$ cat src/rtl/chacha20_ks_scheduler.sv
// ChaCha20 keystream scheduler: arbitrates two requesters and sequences the cipher core block by block.
// Optional WAIT watchdog and sticky err are compiled in when CHACHA20_KS_TIMEOUT_EN is defined.
module chacha20_ks_scheduler #(
  parameter int MAX_BLOCKS  = 16,
  parameter int TIMEOUT_CYC = 64
) (
  input  logic         clk,
  input  logic         reset,
  input  logic [1:0]   req,
  input  logic [95:0]  req_nonce0,
  input  logic [95:0]  req_nonce1,
  input  logic [7:0]   req_blocks0,
  input  logic [7:0]   req_blocks1,
  output logic [1:0]   ack,
  output logic [1:0]   ks_valid,
  input  logic [1:0]   ks_ready,
  output logic [511:0] ks_data,
  output logic         ks_last,
  output logic         core_start,
  output logic [95:0]  core_nonce,
  output logic [31:0]  core_counter,
  input  logic [511:0] core_cipher,
  input  logic         core_done,
  output logic         busy,
  output logic         err,
  output logic [2:0]   fsm_state
);

  if (MAX_BLOCKS < 1 || MAX_BLOCKS > 255 || TIMEOUT_CYC < 1) begin : g_param_check
    $error("chacha20_ks_scheduler: MAX_BLOCKS must be 1..255 and TIMEOUT_CYC >= 1");
  end

  typedef enum logic [2:0] {
    S_IDLE  = 3'd0,
    S_ARB   = 3'd1,
    S_START = 3'd2,
    S_WAIT  = 3'd3,
    S_OUT   = 3'd4,
    S_ERR   = 3'd5
  } state_t;

  state_t       state;
  logic         prio;      // requester that wins a tie next time
  logic         owner;     // requester of the transfer in flight
  logic [7:0]   n_blk;
  logic [31:0]  blk_cnt;
  logic         winner;
  logic [7:0]   win_blocks;
  logic [7:0]   win_n;
  logic [95:0]  win_nonce;
  logic         is_last;

  assign fsm_state  = state;
  assign winner     = req[prio] ? prio : ~prio;
  assign win_blocks = winner ? req_blocks1 : req_blocks0;
  assign win_nonce  = winner ? req_nonce1 : req_nonce0;
  assign win_n      = (win_blocks > 8'(MAX_BLOCKS)) ? 8'(MAX_BLOCKS) : win_blocks;
  assign is_last    = (blk_cnt == (32'(n_blk) - 32'd1));

`ifdef CHACHA20_KS_TIMEOUT_EN
  logic        err_q;
  logic [31:0] wait_cnt;
  assign err = err_q;
`else
  assign err = 1'b0;
`endif

  // ks_valid/ks_ready: a block transfers on the cycle ks_valid[i] && ks_ready[i];
  // ks_valid, ks_data and ks_last hold unchanged until that cycle.
  always_ff @(posedge clk or posedge reset) begin
    if (reset) begin
      state        <= S_IDLE;
      prio         <= 1'b0;
      owner        <= 1'b0;
      n_blk        <= 8'd0;
      blk_cnt      <= 32'd0;
      ack          <= 2'b00;
      ks_valid     <= 2'b00;
      ks_data      <= '0;
      ks_last      <= 1'b0;
      core_start   <= 1'b0;
      core_nonce   <= '0;
      core_counter <= 32'd0;
      busy         <= 1'b0;
`ifdef CHACHA20_KS_TIMEOUT_EN
      err_q        <= 1'b0;
      wait_cnt     <= 32'd0;
`endif
    end else begin
      ack        <= 2'b00;
      core_start <= 1'b0;
      case (state)
        S_IDLE: begin
          if (|req) begin
            state <= S_ARB;
            busy  <= 1'b1;
          end
        end
        S_ARB: begin
          if (!(|req)) begin
            state <= S_IDLE;
            busy  <= 1'b0;
          end else begin
            ack     <= winner ? 2'b10 : 2'b01;
            owner   <= winner;
            prio    <= ~winner;
            n_blk   <= win_n;
            blk_cnt <= 32'd0;
            if (win_n == 8'd0) begin
              state <= S_IDLE;
              busy  <= 1'b0;
            end else begin
              state        <= S_START;
              core_start   <= 1'b1;
              core_nonce   <= win_nonce;
              core_counter <= 32'd0;
            end
          end
        end
        S_START: begin
          state <= S_WAIT;
`ifdef CHACHA20_KS_TIMEOUT_EN
          wait_cnt <= 32'd0;
`endif
        end
        S_WAIT: begin
          if (core_done) begin
            ks_data  <= core_cipher;
            ks_valid <= owner ? 2'b10 : 2'b01;
            ks_last  <= is_last;
            state    <= S_OUT;
          end
`ifdef CHACHA20_KS_TIMEOUT_EN
          else if (wait_cnt == 32'(TIMEOUT_CYC - 1)) begin
            state    <= S_ERR;
            err_q    <= 1'b1;
            ks_valid <= 2'b00;
          end else begin
            wait_cnt <= wait_cnt + 32'd1;
          end
`endif
        end
        S_OUT: begin
          if (ks_ready[owner]) begin
            ks_valid <= 2'b00;
            ks_last  <= 1'b0;
            if (ks_last) begin
              state <= S_IDLE;
              busy  <= 1'b0;
            end else begin
              blk_cnt      <= blk_cnt + 32'd1;
              core_counter <= blk_cnt + 32'd1;
              core_start   <= 1'b1;
              state        <= S_START;
            end
          end
        end
        // Terminal until reset; requests are deliberately not serviced.
        S_ERR: begin
          state    <= S_ERR;
          ks_valid <= 2'b00;
        end
        default: state <= S_IDLE;
      endcase
    end
  end

endmodule

$ cat config.mk
export PLATFORM = sky130hd
export DESIGN_NAME = chacha20_ks_scheduler
export DESIGN_NICKNAME = d
export VERILOG_FILES = /design/src/rtl/chacha20_ks_scheduler.sv
export SDC_FILE = /design/constraint.sdc
export NUM_CORES = 2
export LEC_CHECK = 0
export ABC_CLOCK_PERIOD_IN_PS = 69300
export CAP_MARGIN = 20
export CORE_AREA = 2 2 541 543
export DETAILED_ROUTE_END_ITERATION = 16
export DIE_AREA = 0 0 543 545
export PLACE_DENSITY = 0.3
export SETUP_SLACK_MARGIN = 0.05
export SYNTH_ARGS = -nofsm -noshare
export SYNTH_HDL_FRONTEND = slang
export SYNTH_SLANG_ARGS = --single-unit
$ cat constraint.sdc
create_clock -name clk -period 69.3 [get_ports clk]
set_input_delay 20.79 -clock clk [delete_from_list [all_inputs] [get_ports clk]]
set_output_delay 20.79 -clock clk [all_outputs]
set_load 0.02 [all_outputs]
# After elaboration in Yosys (flattened, before gate mapping)
# Index checks and enable logic that the tools add are counted.
[word_totals]
register_bits = 692
input_bits = 727
output_inout_bits = 651
word_cells = 94
[op_classes]
n_addsub = 2
n_lt_le_gt_ge = 3
n_eq_ne = 14
muxes = 43
bitwise = 3
reduce_logical = 16
[ops]
columns = ["op", "count"]
rows = [
  ["32-bit two-way mux", 5],
  ["32-bit case mux with 2 select lines", 2],
  ["96-bit two-way mux", 1],
  ["32-bit by 1-bit adder with 32-bit output (second input constant)", 1],
  ["32-bit == test", 1],
  ["2-bit two-way mux", 9],
  ["3-bit case mux with 6 select lines", 1],
  ["1-bit two-way mux", 16],
  ["8-bit two-way mux", 2],
  ["2-bit inequality test (second input constant)", 7],
  ["3-bit AND reduction", 4],
  ["5-bit AND reduction", 2],
  ["3-bit two-way mux", 3],
  ["8-bit by 1-bit subtractor with 9-bit output (second input constant)", 1],
  ["8-bit by 5-bit > comparator with 1-bit output (second input constant)", 1],
  ["8-bit logical NOT", 1],
  ["3-bit by 2-bit == test with 1-bit output (second input constant)", 2],
  ["3-bit == test (second input constant)", 2],
  ["2-bit case mux with 3 select lines", 1],
  ["3-bit nonzero test", 2],
  ["1-bit by 2-bit < comparator with 1-bit output (second input constant)", 2],
  ["1-bit case mux with 2 select lines", 2],
  ["2-bit AND reduction", 2],
  ["4-bit AND reduction", 1],
  ["other kinds (7)", 10],
]

# Depth between registers and ports, before layout
[logic_depth]
ltp_word = 10
ltp_mapped = 8
ltp_nobuf = 7

# Least setup slack after synthesis
# No wires, ideal clock.
[synth_timing]
kind = "in2reg"
startpoint = "input port req_blocks1[7]"
endpoint = "register busy"
setup_time_ps = 137
t_arrival_ps = 22242
required_time_ps = 69163
setup_slack_ps = 46920
cell_stages = 6
n_path_buf = 1
path_cell_list = "or4_4 a2111oi_4 a211oi_2 clkbuf_1 o31ai_1 o41ai_1"
[synth_via]
elab_chain_len = 6
[synth_rtl]
columns = ["element", "line", "rtl"]
rows = [
  ["start, declared", "13", "input logic [7:0] req_blocks1,"],
  ["8-bit two-way mux *", "55", "assign win_blocks = winner ? req_blocks1 : req_blocks0;"],
  ["8-bit by 5-bit > comparator with 1-bit output", "57", "assign win_n = (win_blocks > 8'(MAX_BLOCKS)) ? 8'(MAX_BLOCKS) : win_blocks;"],
  ["8-bit two-way mux *", "57", ""],
  ["8-bit logical NOT *", "109", "if (win_n == 8'd0) begin"],
  ["3-bit inequality test (no source line) *", "--", ""],
  ["5-bit AND reduction (no source line) *", "--", ""],
  ["end signal, assigned", "84", "busy <= 1'b0;"],
  ["end signal, assigned", "102", "busy <= 1'b0;"],
  ["end signal, assigned", "111", "busy <= 1'b0;"],
  ["end, declared", "24", "output logic busy,"],
]
# Mark *: on every way between the ends. The rest lies on a longest branch, timed or not.
# A chain may end at the register's enable or synchronous reset.

==> qor.txt <==
# fillers -> 32,000
CTS root buffer -> clkbuf_16
Cell Area, Synth -> 0.0276 mm2
Final Hold Viols -> 0
Reg2Reg Capture Point -> ks_data[77]$_DFFE_PP0P_
Post-CTS setup buffer count -> 0
Xor/xnor cell area share of the yosys netlist -> 1.21%
Vias in the first global route -> 23,400
HP Class -> reg2reg
Setup Total Neg Slack -> 0 ps
Mean Syn Cell Area -> 14.0 um2
Max Freq -> 0.0403 GHz
Post-Synth Simple-Gate Area -> 4.44%
Slew Viols, Final -> 0
H-tree lvl count -> 3
Final min period -> 24,800 ps
Crit start category -> primary input
PwrDens -> 48.8 mW/mm2
Hold WS -> 489 ps
Initial Utilization -> 9.51%
CP max FO -> 85
TritonCTS Buffers -> 105
Status -> complete, no violations
Share of cells above drive strength 1 -> 20.7%
Die height -> 545 um
Worst-Margin Slew -> 1110 ps
Post-CTS Resized -> 0
Max-Cap Viols -> 0
Cts hold-fix bufs -> 0
Worst Path Arrival -> 25,590 ps
R2r startpoint -> fsm_state[0]$_DFFE_PP0P_
Commonest non-fill, non-tap cell in the layout -> clkdlybuf4s50_1
Layout Nets -> 4,088
DR iter-0 viols -> 1,098
Most used DFF post-synth -> dfrtp_1
Cell Rows -> 198
Commonest non-fill, non-tap cells in the layout -> 1,376 x clkdlybuf4s50_1, 692 x dfrtp_1, 512 x mux2_2
Reg clk slew, reported paths -> 50 ps
Mapped Nets -> 2,702
Async S/R FF share, synth -> 100%
RSZ-0062 raised after global routing -> no
Vias per cell -> 3.03
P_int -> 0.00144 W
Combinational Power Share -> 48.3%
Reg power frac -> 29.2%
GP Congestion -> 0.759
First-pass DRT Iterations -> 5
Maximum vdd drop -> 0.0232 mV
YS warnings -> 0
Leak pwr -> 19.2 nW
Crit path required time -> 70,080 ps
Clock sinks -> 692
CTS tree -> yes
Critical path endpoint -> ks_data[191]$_DFFE_PP0P_
Sequential area share after synthesis -> 62.8%
Largest net degree at the start of global routing -> 163
Synth unique cells -> 55
Slew headroom -> 25.6%
FF-to-FF path depth -> 7
Post-DP Area -> 0.0460 mm2
Post-route DRC -> 0
Multiplexer share of the synthesized area -> 24.7%
Part of the power in the clock network -> 22.5%
Post-synth EDFFs -> 0
Gr ovfl total -> 0
Final setup violation count -> 0
CTS Buffer Depth -> 4
Post-detailed-routing wire length -> 194 mm
Post-DP HPWL -> 160 mm
Compound-gate portion of the synthesized area -> 4.62%
Vias after detailed routing -> 22,300
Area Overhead vs Synth -> 79.2%
Die ar. -> 0.296 mm2
I/O Pins -> 1,378
Adder-cell share of the synthesized area -> 0.0907%
Largest family of logic cells by synthesized area -> multiplexers
Clock skew -> 70.9 ps
Global-route usage over all layers -> 12.6%
First-pass GRT wire length -> 246 mm
Die X -> 543 um
Clk Latency, worst-skew pair -> 830 ps
Final Cycle Share -> 35.8%
Initial antenna violation count -> 112
Core ar. -> 0.290 mm2
Synth Instances -> 1,973
DR WL/cell -> 26.4 um
Worst setup startpoint -> reset
Sw Ratio -> 40.1%
Post-route ant nets -> 0
Post-route cell area -> 0.0494 mm2
R2R setup slack -> 64,410 ps
Port bufs -> 1,376
Seq cells post-synth -> 692
Psw -> 0.000969 W
Setup CP Type -> in2async
Critical Path End Type -> async pin
==> state kept, by name (all words and copies together) (netlist names) <==
| register | flops |
|---|---|
| blk_cnt | 32 |
| ks_data | 512 |
| fsm_state | 3 |
| ks_last | 1 |
| prio | 1 |
| busy | 1 |
| core_counter | 32 |
| ks_valid | 2 |
| n_blk | 8 |
| ack | 2 |
| core_nonce | 96 |
| owner | 1 |
| core_start | 1 |
==> synthesized netlist by cell type (3+ instances only) <==
master / instances / share of area [%]
buf_4: 3 / 0.082
buf_2: 34 / 0.62
o31ai_1: 10 / 0.27
or3_1: 4 / 0.091
nor2_1: 121 / 1.6
nand2_1: 63 / 0.86
o22ai_1: 21 / 0.48
nand3_1: 13 / 0.24
clkbuf_1: 83 / 1.1
buf_6: 3 / 0.12
nor4_1: 10 / 0.23
a22o_1: 4 / 0.13
o21ai_0: 41 / 0.74
o2bb2ai_1: 8 / 0.25
nor3_1: 7 / 0.13
and2_1: 6 / 0.14
a31oi_1: 6 / 0.14
mux2_2: 512 / 21
xor2_1: 21 / 0.67
nand4_1: 18 / 0.41
a21oi_1: 107 / 1.9
mux2i_1: 104 / 3.8
xnor2_1: 17 / 0.54
dfrtp_1: 692 / 63
o21ai_1: 6 / 0.11
nor2b_1: 5 / 0.11
and3_1: 4 / 0.091
inv_1: 13 / 0.18
or4_1: 3 / 0.082
a21o_1: 4 / 0.11
==> how the worst min path moves through the flow <==
stage	startpoint	to	depth (start not counted)
2_1_floorplan	n_blk[1]$_DFFE_PP0P_	n_blk[1]$_DFFE_PP0P_	2
3_3_place_gp	core_counter[18]$_DFFE_PP0P_	core_counter[18]$_DFFE_PP0P_	1
3_5_place_dp	core_counter[30]$_DFFE_PP0P_	core_counter[30]$_DFFE_PP0P_	1
4_1_cts	core_counter[20]$_DFFE_PP0P_	core_counter[20]$_DFFE_PP0P_	1
5_1_grt	ks_data[105]$_DFFE_PP0P_	ks_data[105]$_DFFE_PP0P_	1
6_report	core_counter[20]$_DFFE_PP0P_	core_counter[20]$_DFFE_PP0P_	1
==> critical path, stage by stage <==
cell             delay, ps
clkdlybuf4s50_1        490
inv_8                  420
buf_4                  560
buf_4                  710
buf_4                  710
buf_4                  750
buf_4                  810
==> final cells by class <==
class	instances	area (um2)	share of cell area (%)
repair buffers	1404	14000	28.4
clock buffers	149	3000	6.06
diodes	21	52.6	0.106
flip-flops and latches	692	17300	35.0
multi-input cells	1143	9690	19.6
clock inverters	35	394	0.798
well taps	3900	4880	9.88
inverters	13	56.3	0.114
==> through the flow <==
stage                     power [W]  setup WS, ps  utilization (%)  instances
final                       0.00241         44500             17.0       7357
after floorplan             0.00121         29110                -       1973
after detailed placement    0.00192         43370             15.8       7151
after CTS                   0.00249         44280             17.0       7335
after global placement      0.00192         43400             15.8       7150
after global routing        0.00256         43830             17.0       7338
==> power groups by stage <==
stage / Sequential, W / Combinational (W) / Clock, W
final: 0.000704 / 0.00117 / 0.000543
after global routing: 0.000730 / 0.00124 / 0.000585
after CTS: 0.000708 / 0.00121 / 0.000570
after detailed placement: 0.000710 / 0.00121 / 0
after global placement: 0.000710 / 0.00121 / 0
after floorplan: 0.000911 / 0.000302 / 0
==> cell families (layout without fill, tap and decap cells) <==
group           count (synthesis)  in the layout
compound gates                219            219
other cells                     1             22
simple gates                  267            267
fa+ha+maj                       2              2
mux                           616            616
flops                         692            692
buf+inv                       138           1601
xor+xnor                       38             38
==> metal layers <==
| layer | wire, um | up-vias | track usage [%] |
|---|---|---|---|
| li1 | - | 9818 | - |
| met1 | 63800 | 10900 | 12.1 |
| met2 | 100000 | 1168 | 23.2 |
| met3 | 24200 | 330 | 6.91 |
| met4 | 5750 | 64 | 3.46 |
| met5 | 420 | - | 0 |
No activity file was read; power rests on OpenSTA's default activity.
